==> src/rtl/rf_wr_arbiter_pkg.sv <==
// Shared widths, requester indices and helpers for the register-file write arbiter.
// A write to address 0 is accepted but never reaches the register file.
package rf_wr_arbiter_pkg;

  localparam int RF_ADDR_W = 5;
  localparam int DATA_W    = 32;

  localparam logic REQ_CORE = 1'b0;
  localparam logic REQ_MDU  = 1'b1;

  typedef struct packed {
    logic [RF_ADDR_W-1:0] addr;
    logic [DATA_W-1:0]    data;
  } wr_req_t;

  // Register 0 is hard-wired, so a transfer to it must not raise the write enable.
  function automatic logic writes_rf(input logic [RF_ADDR_W-1:0] addr);
    return addr != '0;
  endfunction

endpackage

==> src/rtl/rf_wr_arbiter_rr_arb2.sv <==
// Two-way round-robin grant: on contention the requester other than the pointer wins.
// Purely combinational; stall suppresses every grant.
module rr_arb2
  import rf_wr_arbiter_pkg::*;
(
  input  logic [1:0] valid,
  input  logic       stall,
  input  logic       pointer,
  output logic [1:0] grant
);

  always_comb begin
    grant = 2'b00;
    if (!stall) begin
      unique case (valid)
        2'b01:   grant = 2'b01;
        2'b10:   grant = 2'b10;
        2'b11:   grant = (pointer == REQ_CORE) ? 2'b10 : 2'b01;
        default: grant = 2'b00;
      endcase
    end
  end

endmodule

==> src/rtl/rf_wr_arbiter.sv <==
// Arbitrates core writeback and the multi-cycle unit onto the single register-file
// write port; ready is combinational, the write port is a one-cycle registered stage.
module rf_wr_arbiter
  import rf_wr_arbiter_pkg::*;
#(
  parameter bit PRIO0_FIRST = 1'b1
) (
  input  logic                 clk,
  input  logic                 reset,
  input  logic                 stall,
  input  logic                 req0_valid,
  input  logic [RF_ADDR_W-1:0] req0_addr,
  input  logic [DATA_W-1:0]    req0_data,
  output logic                 req0_ready,
  input  logic                 req1_valid,
  input  logic [RF_ADDR_W-1:0] req1_addr,
  input  logic [DATA_W-1:0]    req1_data,
  output logic                 req1_ready,
  output logic                 we3,
  output logic [RF_ADDR_W-1:0] wa3,
  output logic [DATA_W-1:0]    wd3,
  output logic                 last_grant
);

  // Pointing at the MDU after reset hands the first contention to the core.
  localparam logic RST_LAST = PRIO0_FIRST ? REQ_MDU : REQ_CORE;

  logic [1:0] grant_p0;
  logic       vld_p0;
  wr_req_t    sel_p0;

  logic                 vld_p1;
  logic [RF_ADDR_W-1:0] wa_p1;
  logic [DATA_W-1:0]    wd_p1;

  // Stage p0: arbitration and request select
  rr_arb2 u_rr_arb2 (
    .valid   ({req1_valid, req0_valid}),
    .stall   (stall | reset),
    .pointer (last_grant),
    .grant   (grant_p0)
  );

  assign req0_ready = grant_p0[0];
  assign req1_ready = grant_p0[1];
  assign vld_p0     = |grant_p0;

  always_comb begin
    sel_p0 = '{addr: req0_addr, data: req0_data};
    if (grant_p0[1]) begin
      sel_p0 = '{addr: req1_addr, data: req1_data};
    end
  end

  // Stage p1: registered write port
  always_ff @(posedge clk) begin
    if (reset) begin
      last_grant <= RST_LAST;
      vld_p1     <= 1'b0;
      wa_p1      <= '0;
      wd_p1      <= '0;
    end else begin
      if (vld_p0) begin
        last_grant <= grant_p0[1];
      end
      vld_p1 <= vld_p0 && writes_rf(sel_p0.addr);
      if (vld_p0 && writes_rf(sel_p0.addr)) begin
        wa_p1 <= sel_p0.addr;
        wd_p1 <= sel_p0.data;
      end
    end
  end

  assign we3 = vld_p1;
  assign wa3 = wa_p1;
  assign wd3 = wd_p1;

endmodule

==> config.mk <==
export PLATFORM = sky130hd
export DESIGN_NAME = rf_wr_arbiter
export DESIGN_NICKNAME = d
export VERILOG_FILES = /design/src/rtl/rf_wr_arbiter_pkg.sv /design/src/rtl/rf_wr_arbiter_rr_arb2.sv /design/src/rtl/rf_wr_arbiter.sv
export SDC_FILE = /design/constraint.sdc
export NUM_CORES = 1
export LEC_CHECK = 0
export CORE_MARGIN = 2
export CORE_UTILIZATION = 34
export DETAILED_ROUTE_END_ITERATION = 12
export GPL_TIMING_DRIVEN = 0
export PLACE_DENSITY = 0.77
export SYNTH_ARGS = -nofsm -noshare
export SYNTH_HDL_FRONTEND = slang
export SYNTH_SLANG_ARGS = --single-unit
export TNS_END_PERCENT = 20
==> constraint.sdc <==
create_clock -name clk -period 2 [get_ports clk]
set_input_delay 0.4 -clock clk [delete_from_list [all_inputs] [get_ports clk]]
set_output_delay 0.4 -clock clk [all_outputs]
set_load 0.03 [all_outputs]
==> flow_summary.toml, run 1 <==
[status]
status = "finished clean"

[drt]
num_vias = 2076
drc = 0
ant_nets = 0
routedWlPerCell_um = 15.1
first_iter_violations = 52
drtPass1Iterations = 4
vias_per_cell = 5.19
routed_wl_mm = 6.06

[timing]
max_freq_mhz = 523
post-route-period-util_pct = 95.5
finalHoldViolations = 0
holdWs_ps = 418
fin_worst_skew_ps = 2.12
worst_slew_pin_slew_ps = 708
slew_headroom_pct = 52.8
rsz0062_at_grt = "false"
slew_violations = 0
min_period_ps = 1910
setup_viol = 0

[synth]
async_flop_share_pct = 0
ys.flop_type = "dfxtp_1"
synth.most_common_cell = "dfxtp_1"
netlist_instances = 187
syn_avg_cell_area_um2 = 10.8
synth_nets = 266
synth_top_area_share_pct = 38.5
netlist_top_cells_area = "dfxtp_1 39%, mux2i_1 18%, a211oi_2 18%"
ys_ff_latch = 39
synth_edf_count = 0
synth_area_um2 = 2030
yosysWarnings = 0
yosysTopAreaCell = "dfxtp_1"
yosys-top-cells-count = "39 x dfxtp_1, 37 x mux2i_1, 34 x a31oi_1, 29 x a211oi_2, 14 x clkbuf_1"
seq_area_frac_synth_pct = 38.5
synth_cell_types = 21

[setup_path]
crit_type = "in -> out"
timing.rr.start = "last_grant"
cp.arrival_ps = 1510
start_kind = "primary input"
cp.required_ps = 1600
crit_fanout = 10
setup.worst_path.start = "req0_valid"
cp-end-kind = "primary output"

[die]
die_w_um = 81.2
start_util_pct = 34.6
fp-row-count = 28
io_pins = 120
dieHeight_um = 81.2
die-area_um2 = 6590
coreArea_um2 = 5850

[place]
port_buffers = 118
place_congestion = 0.740
hpwl_mm = 4.35
placed_cell_area_um2 = 3300

[clocking]
cts.clk_slew.worst_paths_ps = 80
clock_latency_ps = 280
clock_path_buffers = 2
cts_htree_levels = 2
cts_tree = "built"
clkSinkCount = 39
cts_root_buffer = "clkbuf_8"
cts_made_buffers = 5
postCtsHoldBufs = 0

[power_and_ir_drop]
vdd_ir_drop_max_mv = 0.339
p_leak_nw = 1.50
power.density_nw_per_um2 = 607

[layout]
fin_util_pct = 61.3
area_growth_pct = 77.0
drive_gt1_share_pct = 22.8
fin_area_um2 = 3580
fin_nets = 403
antenna_cells = 0

[global_routing]
grt_pass1_wl_mm = 9.40
grtUsageTotal_pct = 18.0
grt_pass1_vias = 2016
antenna_found_initial = 0
grt_max_degree = 13
grt.overflow.total = 0

[hold_path]
hold_class = "in -> reg"
hold_start = "req0_addr[2]"

[flow_run]
max_cap_violations = 0
[placed cells by master, fill, tap and decap left out, drive strengths merged]
cell,count
a211o,2
a211oi,34
a31oi,34
and3,2
buf,21
bufinv,1
clkbuf,24
clkdlybuf4s15,2
clkdlybuf4s50,109
clkinv,1
dfxtp,39
dlygate4sd2,2
dlymetal6s2s,1
inv,1
mux2i,37
nand2,1
nand2b,2
nand4,1
nor2,3
nor3,1
o21a,1
o21ai,1
o2bb2ai,4
or4,1
[per-stage QoR]
step	power (W)	cells	setup slack [ps]	setup TNS, ps
finish	0.00218	400	89.5	0
global route	0.00226	400	7.17	0
CTS	0.00218	392	-0.208	-0.208
detailed placement	0.00148	380	-1010	-18820
global placement	0.00147	380	-1000	-18680
floorplan	0.00118	187	27.0	0
[layer usage]
layer,up-vias,global-route usage (%),routed length (um)
met5,-,0,0
met4,0,4.75,51
met3,7,5.22,476
met2,88,30.4,2930
met1,963,22.3,2600
li1,1018,-,-
[cell families (layout without fill, tap and decap cells)]
group,after synthesis,count (layout),synth area share (%)
AOI/OAI and AO/OA,76,76,33.5
DFF,39,39,38.5
muxes,37,37,18.3
buffers and inverters,24,162,6.55
and+or+nand+nor,11,11,3.15
[worst max-delay path, stage by stage]
cell	delay [ps]
clkdlybuf4s15_1	230
a211oi_2	290
nand2_1	110
buf_6	140
buf_6	140
inv_2	50
buf_4	140
[final cells by class]
class | instances | area, um^2
clock inverter | 2 | 35.0
clock buffer | 6 | 82.6
sequential | 39 | 782
fill | 492 | 2270
tap | 75 | 93.8
timing repair buffer | 131 | 1320
multi-input combinational | 124 | 1120
inverter | 1 | 3.75
buffer | 22 | 151
[sequential cells by signal (all words and copies together) (netlist names)]
name	flops
wa3	5
we3	1
last_grant	1
wd3	32
[timing repair]
item,in CTS,in global routing
endpoints found under the setup margin,40,7
gates resized for setup,27,14
buffers inserted,4,7
cloned,1,1
pin swaps,5,6
[power by group]
part	total (W)	switching [W]	internal, W	leakage (nW)
Sequential	0.000858	0.0000286	0.000829	0.321
Clock	0.000685	0.000281	0.000404	0.0612
Combinational	0.000633	0.000292	0.000341	1.12
[worst paths after layout]
path	endpoint	slack [ps]	cells after the start
hold reg to reg	wa3[2]	460	1
setup / recovery	req1_ready	90	7
hold / removal	wa3[2]	420	3
setup reg to reg	wd3[19]	110	9
(Power assumes the default switching activity.)
==> inputs of run 2 (changes only) <==
- HOLD_SLACK_MARGIN: not set -> 0.12
- MAX_ROUTING_LAYER: not set -> met4
==> run 2 against run 1 <==
Final cell count did not move. Critical path depth did not move. Wire length fell by 0.36%. Die area did not move. Worst hold slack improved by 0.87 ps. Total power fell by 0.13%. Sequential share of layout area did not move. Clock power barely moved. Clock skew rose by 0.61 ps. Sequential cell count did not move. Global-route usage rose by 0.52 points. Design area did not move. Critical endpoint unchanged. Largest cell class unchanged.
==> flow_summary.toml, run 2 (synthesis gave the netlist of run 1 again) <==
[status]
status = "finished clean"

[setup_path]
start_kind = "primary input"
r2r_setup_slack_ps = 120
crit_type = "in -> out"
cp.required_ps = 1600
timing.rr.start = "last_grant"
cp-end-kind = "primary output"
cp.arrival_ps = 1510
rr_endpoint = "wd3[19]"
reg2reg_depth = 9
crit_fanout = 10

[clocking]
cts_htree_levels = 2
clock_latency_ps = 280
clock_path_buffers = 2
cts_made_buffers = 5
cts_tree = "built"
cts.clk_slew.worst_paths_ps = 80
cts_root_buffer = "clkbuf_8"
clkSinkCount = 39

[power_and_ir_drop]
p_leak_nw = 1.50
post-layout-total-power_w = 0.00217
vdd_ir_drop_max_mv = 0.340
power.density_nw_per_um2 = 606

[timing]
slew_headroom_pct = 52.1
setup_viol = 0
min_period_ps = 1910
rsz0062_at_grt = "false"
finalHoldViolations = 0
post-route-period-util_pct = 95.5
worst_slew_pin_slew_ps = 719
max_freq_mhz = 524
timing.setup.tns_ps = 0
slew_violations = 0
fin_worst_skew_ps = 2.73

[hold_path]
hold_class = "in -> reg"
hold_start = "req0_addr[2]"
hold_depth = 3
whs_endpoint = "wa3[2]"

[global_routing]
grt.overflow.total = 0
antenna_found_initial = 0
grtUsageTotal_pct = 18.5
grt_pass1_wl_mm = 9.40
grt_max_degree = 13
grt_pass1_vias = 2021

[layout]
multiInputGateArea_um2 = 1120
fin_nets = 403
area_growth_pct = 77.0
seq_area_um2 = 782
final_cell_mix = "109 x clkdlybuf4s50_1, 38 x dfxtp_1, 37 x mux2i_1"
nFillCells = 492
antenna_cells = 0
drive_gt1_share_pct = 22.8
largest_register_ffs = 32
mostFrequentLayoutCell = "clkdlybuf4s50_1"

[place]
place_congestion = 0.750
hpwl_mm = 4.35
port_buffers = 118

[die]
dieHeight_um = 81.2
die-area_um2 = 6590
die_w_um = 81.2
coreArea_um2 = 5850
io_pins = 120
start_util_pct = 34.6
fp-row-count = 28

[drt]
first_iter_violations = 50
num_vias = 2042
routedWlPerCell_um = 15.1
drc = 0
ant_nets = 0
vias_per_cell = 5.11
drtPass1Iterations = 4
routed_wl_mm = 6.03

[flow_run]
max_cap_violations = 0
==> run 2: cell counts in the layout (fill, tap and decap cells not counted) <==
No cell type changed its count.
==> run 2: worst max path at each step <==
stage,start,end,slack [ps],cells after the start
after floorplan,req0_addr[2],wd3[10],30,7
after CTS,req1_valid,req1_ready,-0.2,6
after global routing,req0_valid,wd3[31],7,10
after detailed placement,req0_valid,req1_ready,-1010,7
after global placement,req0_valid,req1_ready,-1000,7
final,req0_valid,req1_ready,90,7
==> run 2: worst max-delay path: stages <==
cell and delay, ps:
clkdlybuf4s15_1 240, a211oi_2 290, nand2_1 110, buf_6 140
buf_6 140, inv_2 50, buf_4 140
==> run 2: repair_timing <==
action	CTS	global route
pin swaps	5	6
buffers inserted	4	7
hold buffers	0	0
gates resized for setup	27	14
endpoints found under the setup margin	40	7
gates cloned	1	1
==> run 2: stage by stage <==
| step | cell area (um^2) | util [%] | hold WS (ps) | setup WS (ps) | instances |
|---|---|---|---|---|---|
| 2_1_floorplan | 2030 | - | 580 | 27.0 | 187 |
| 3_3_place_gp | 3300 | 56.4 | 446 | -1000 | 380 |
| 3_5_place_dp | 3300 | 56.4 | 450 | -1010 | 380 |
| 4_1_cts | 3490 | 59.7 | 424 | -0.208 | 392 |
| 5_1_grt | 3580 | 61.3 | 443 | 7.17 | 400 |
| 6_report | 3580 | 61.3 | 419 | 90.3 | 400 |
==> run 2: layer usage <==
layer	wire length [um]	up-vias	track usage [%]	part of all wire [%]
met5	0	-	-	0
li1	-	1017	-	-
met4	45	0	4.75	0.75
met2	2910	73	30.4	48
met3	370	6	4.11	6.1
met1	2710	946	22.9	45
==> run 2: where the power goes <==
part,switching [W],total (W),leakage (nW),internal (W)
clock,0.000278,0.000682,0.0612,0.000404
combinational,0.000292,0.000633,1.12,0.000341
sequential,0.0000285,0.000858,0.321,0.000829
==> run 2: final cells by class <==
cell class / instances / share of cell area [%]
repair buffers: 131 / 36.7
multi-input cells: 124 / 31.3
well taps: 75 / 2.62
inverters: 1 / 0.105
clock buffers: 6 / 2.30
plain buffers: 22 / 4.22
flip-flops and latches: 39 / 21.8
clock inverters: 2 / 0.977
==> variant 1, RTL diff (flow settings as in run 1) <==
`DATA_W`: 32 -> 64.
--- a/src/rtl/rf_wr_arbiter_pkg.sv
+++ b/src/rtl/rf_wr_arbiter_pkg.sv
@@ -5,3 +5,3 @@
   localparam int RF_ADDR_W = 5;
-  localparam int DATA_W    = 32;
+  localparam int DATA_W    = 64;
 
Interface: changed (resized req0_data, req1_data and wd3); port bits go from 120 to 216. The function was not compared with the original's and may differ.
==> variant 1 against run 1 <==
- area after synthesis grew 75%
- total power grew 79%
- wire length grew 130%
- critical path depth grew 1
- setup slack lost 0.071 ns
- synthesized cell count grew 120%
- sequential cell count grew 32
- clock skew grew 0.011 ns
- count of clock-buffer cells in the layout grew 4
- sequential power grew 83%
- global-route usage grew 5.7 points
- register-to-register slack lost 0.03 ns
- design area grew 83%
- critical path type is now primary input to flip-flop
- highest routed layer unchanged
==> variant 1: results (changes against run 1) <==
Critical path
  – R2r setup slk: 0.08 ns (-0.03 ns)
  – Beginning of the critical path: req0_addr[2]
  – CP max-delay cell: or4_1
  – WS Path Type: primary input to flip-flop
  – Capturing point of the worst reg2reg path: wd3[12]$_SDFFE_PP0P_
  – Arrival time at the worst endpoint: 2.19 ns (+0.68 ns)
  – Reg2Reg Depth: 8 (-1)

Global route
  – Number of global-route vias before repair: 4301 (+110%)
  – First-pass GRT wire length: 21400 µm (+130%)
  – Total track usage: 23.6% (+5.7 points)
  – Grt total ovfl: 0 (unchanged)

STA
  – Max-Slew Margin vs Limit: 50.8% (-2.1 points)
  – Clock Skew: 0.0132 ns (+0.0111 ns)
  – Total Neg Setup Slack: 0 ns (unchanged)

Placement
  – Port buffer count: 214 (+81%)
  – GPL Wtd Cong: 0.813 (+9.9%)
  – Area of placed instances: 5860 µm² (+78%)
  – HPWL after DPL: 9830 µm (+130%)

Status
  – Status: finished clean

Synthesis
  – Syn Nets: 550 (+110%)
  – Synth cell count leaders: 131 x nand2_1, 71 x dfxtp_1, 66 x a31oi_1
  – Synth top area cells: dfxtp_1 40%, a311oi_2 17%, nand2_1 14%, a31oi_1 12%, a311oi_1 6.2%
  – Register area share after synthesis: 40.0% (+1.5 points)
  – Number of distinct library cells after synthesis: 22 (+4.8%)
  – Syn. warnings: 0 (unchanged)

Clock tree
  – CTS Hold Bufs: 0 (unchanged)
  – H-Tree Depth: 3 (+1)
  – Clock Latency Late Sink: 0.34 ns (+0.06 ns)
  – TritonCTS buffer count: 9 (+4)

Pwr
  – Pleak: 2.36 nW (+57%)
  – Worst vdd ir: 430 µV (+27%)
  – Switching fraction of total power: 30.2% (+2.5 points)

Layout
  – Layout cells sized above 1: 20.4% (-2.4 points)
  – Final net count: 796 (+98%)
  – Max reg flops: 64 (+100%)
  – Fill cell count: 875 (+78%)

Drt
  – Post-DR vias/cell: 5.30 (+2.1%)
  – DR iter-0 viols: 161 (+210%)

Hold path
  – Hold Startpoint: req0_addr[0]
## variant 1: changes by cell type in the layout (fill, tap and decap cells not counted), sizes merged, moves of 17 or more
cell / change
mux2i: -33
a311oi: +65
a31oi: +32
dfxtp: +32
nand2: +130
a211oi: -33
clkbuf: +22
clkdlybuf4s50: +96
buf: +17
## variant 1: cell type report
cell class,instances,area [µm²],area share [%]
well taps,136,170,2.60
inverters,1,3.75,0.0573
plain buffers,50,335,5.12
repair buffers,235,2360,36.0
flip-flops and latches,71,1420,21.7
clock buffers,10,138,2.10
multi-input cells,285,2060,31.5
clock inverters,5,58.8,0.898
## variant 1: repair_timing
item | 4_1_cts | 5_1_grt
pin swaps | 7 | 5
setup endpoints to repair | 71 | 67
resized for setup | 62 | 52
gates cloned | 2 | 1
setup buffers | 15 | 3
## variant 1: stage by stage
stage	setup slack, ns	instances
floorplan	0.0310	407
detailed placement	-1.29	757
global placement	-1.22	757
finish	0.0188	793
global route	-0.0250	793
CTS	0.0137	789
## variant 1: power by group through the flow
stage / registers (mW) / logic, mW / clock network (mW)
5_1_grt: 1.58 / 1.23 / 1.25
4_1_cts: 1.56 / 1.13 / 1.19
3_3_place_gp: 1.59 / 1.06 / 0
2_1_floorplan: 1.77 / 0.334 / 0
3_5_place_dp: 1.59 / 1.08 / 0
6_report: 1.57 / 1.17 / 1.17
## variant 1: worst min path at each step
| stage | end | cells after the start | slack (ns) |
|---|---|---|---|
| 3_5_place_dp | wa3[3]$_SDFFE_PP0P_ | 1 | 0.46 |
| 6_report | wa3[0]$_SDFFE_PP0P_ | 3 | 0.35 |
| 2_1_floorplan | wd3[56]$_SDFFE_PP0P_ | 2 | 0.56 |
| 5_1_grt | wa3[0]$_SDFFE_PP0P_ | 3 | 0.36 |
| 3_3_place_gp | wa3[3]$_SDFFE_PP0P_ | 1 | 0.45 |
| 4_1_cts | wa3[0]$_SDFFE_PP0P_ | 3 | 0.46 |
## variant 1: cell families (layout without fill, tap and decap cells)
kind of cell    Yosys count  in the layout  synth area share, %
compound gates          140            140                 36.9
buf+inv                  51            301                 6.59
flops                    71             71                 40.0
mux                       4              4                 1.13
simple gates            141            141                 15.4
## variant 1: metal layers
| layer | routed length [µm] | share of wire [%] | track usage (%) |
|---|---|---|---|
| met1 | 5760 | 41 | 28.4 |
| met2 | 7040 | 50 | 41.9 |
| met3 | 984 | 7.0 | 5.46 |
| met4 | 245 | 1.7 | 6.86 |
| met5 | 0 | 0 | 0 |
## variant 1: worst max-delay path: cells and delay by family
family | cells | cell delay (ns)
AOI/OAI and AO/OA | 3 | 0.70
buffers and inverters | 4 | 0.56
and+or+nand+nor | 1 | 0.52
==> variant 2, RTL diff (config.mk and constraints of run 1) <==
Made on the original files. Reset style: asynchronous (`reset`), changed in one clocked block.
--- a/src/rtl/rf_wr_arbiter.sv
+++ b/src/rtl/rf_wr_arbiter.sv
@@ -55,3 +55,3 @@
   // Stage p1: registered write port
-  always_ff @(posedge clk) begin
+  always_ff @(posedge clk or posedge reset) begin
     if (reset) begin
Function: differs if reset is asserted again (counterexample within 4 cycles, from zero or initial values and one cycle with reset high); with reset held inactive, the same outputs for 10 cycles.
==> variant 2 against run 1 <==
- register-to-register slack better by 0.20 ns
- critical path depth stayed put
- design area increased by 12%
- area after synthesis grew 18%
- wire length grew 7.3%
- hold slack better by 0.089 ns
- sequential cell count is the same
- setup slack got worse by 0.082 ns
- critical endpoint is now wd3[18]$_DFFE_PP0P_
- highest routed layer unchanged
Power is not compared: it rests on default switching activity, and its combinational part moved more than twofold at a synthesized area within 25%.
==> variant 2: results (changes against run 1) <==
Critical path
  – Arrival time at the worst endpoint: 2.13 ns (+0.62 ns)
  – Reg2reg start: last_grant$_DFFE_PP1P_
  – End point of the critical path: wd3[18]$_DFFE_PP0P_
  – Beginning of the critical path: req0_addr[2]
  – CP endpoint kind: flip-flop
  – Reg2Reg Depth: 5 (-4)

Synthesis
  – Syn Nets: 298 (+12%)
  – Async S/R FF share, synth: 100% (+100 points)
  – Synth top area cells: dfrtp_1 40%, a221oi_2 17%, mux2i_1 14%, inv_1 5.7%, nor2_1 5.7%
  – Number of distinct library cells after synthesis: 28 (+33%)
  – Synth cell count leaders: 38 x dfrtp_1, 36 x inv_1, 36 x nor2_1

Drt
  – Drt wl/cell: 14.4 µm (-4.9%)
  – DR iter-0 viols: 46 (-12%)
  – Metal2 WL: 3210 µm (+9.7%)

Placement
  – HPWL after DPL: 4660 µm (+7.3%)
  – Port buffer count: 119 (+0.85%)
  – Area of placed instances: 3690 µm² (+12%)
  – GPL Wtd Cong: 0.741 (+0.14%)

Layout
  – Area grow syn2layout: 68.5%
  – Multi-input logic portion of the cell area: 29.9% (-1.3 points)
  – Reg area: 977 µm² (+25%)
  – Comb_multi_in: 130 (+4.8%)
  – Clock-cell share: 2.18% (-1.1 points)
  – Non-clk bufs: 142 (-7.2%)
  – Fill cell count: 581 (+18%)
  – Finished Layout Cells: 451 (+13%)
  – Layout cells sized above 1: 21.1% (-1.6 points)
  – Final net count: 434 (+7.7%)

Global route
  – Total track usage: 17.2% (-0.77 points)
  – Grt met3 use: 4.34% (-0.89 points)
  – Global Route met1 Usage: 21.0% (-1.3 points)
  – Largest net degree at the start of global routing: 40 (+27)

STA
  – Max-Slew Margin vs Limit: 45.0% (-7.9 points)
  – Clock Skew: 0.00393 ns (+0.00181 ns)

Status
  – Status: finished clean

Hold path
  – HP Class: primary input to asynchronous set/reset pin

Floorplan
  – Die Wd: 87.7 µm (+8.1%)
## variant 2: cells by family after synthesis
logic type      synth area share (%)
compound gates                  24.2
buf+inv                         10.8
flops                           41.0
mux                             14.3
simple gates                    9.76
## variant 2: repair_timing
action	CTS	global route
setup buffers	8	1
cloned	1	0
pin swaps	6	3
setup endpoints to repair	37	35
resized for setup	35	12
## variant 2: worst max-delay path, cell delays in order
cell and delay, ns:
clkdlybuf4s50_1 0.43, or4_4 0.59, a211oi_2 0.18, or2_1 0.14
buf_6 0.16, buf_12 0.15, a221oi_2 0.07
## variant 2: power by group
group / leakage (nW) / internal (mW) / switching [mW]
Combinational: 1.20 / 0.640 / 0.641
Sequential: 0.428 / 0.949 / 0.121
Clock: 0.0470 / 0.271 / 0.271
## variant 2: worst min-delay path by stage
| stage | startpoint | endpoint | slack [ns] | cells past startpoint |
|---|---|---|---|---|
| finish | reset | wa3[2]$_DFFE_PP0P_ | 0.51 | 2 |
| global route | wd3[26]$_DFFE_PP0P_ | wd3[26]$_DFFE_PP0P_ | 0.57 | 2 |
| CTS | last_grant$_DFFE_PP1P_ | last_grant$_DFFE_PP1P_ | 0.54 | 2 |
| detailed placement | wa3[4]$_DFFE_PP0P_ | wa3[4]$_DFFE_PP0P_ | 0.53 | 2 |
| global placement | wa3[4]$_DFFE_PP0P_ | wa3[4]$_DFFE_PP0P_ | 0.51 | 2 |
| floorplan | req0_valid | last_grant$_DFFE_PP1P_ | 0.47 | 1 |
## variant 2: metrics by stage
step	worst slack (ns)	setup TNS (ns)
2_1_floorplan	0.177	0
3_3_place_gp	-1.18	-30.19
3_5_place_dp	-1.16	-18.21
4_1_cts	0.00618	0
5_1_grt	-0.0178	-0.133
6_report	0.00713	0
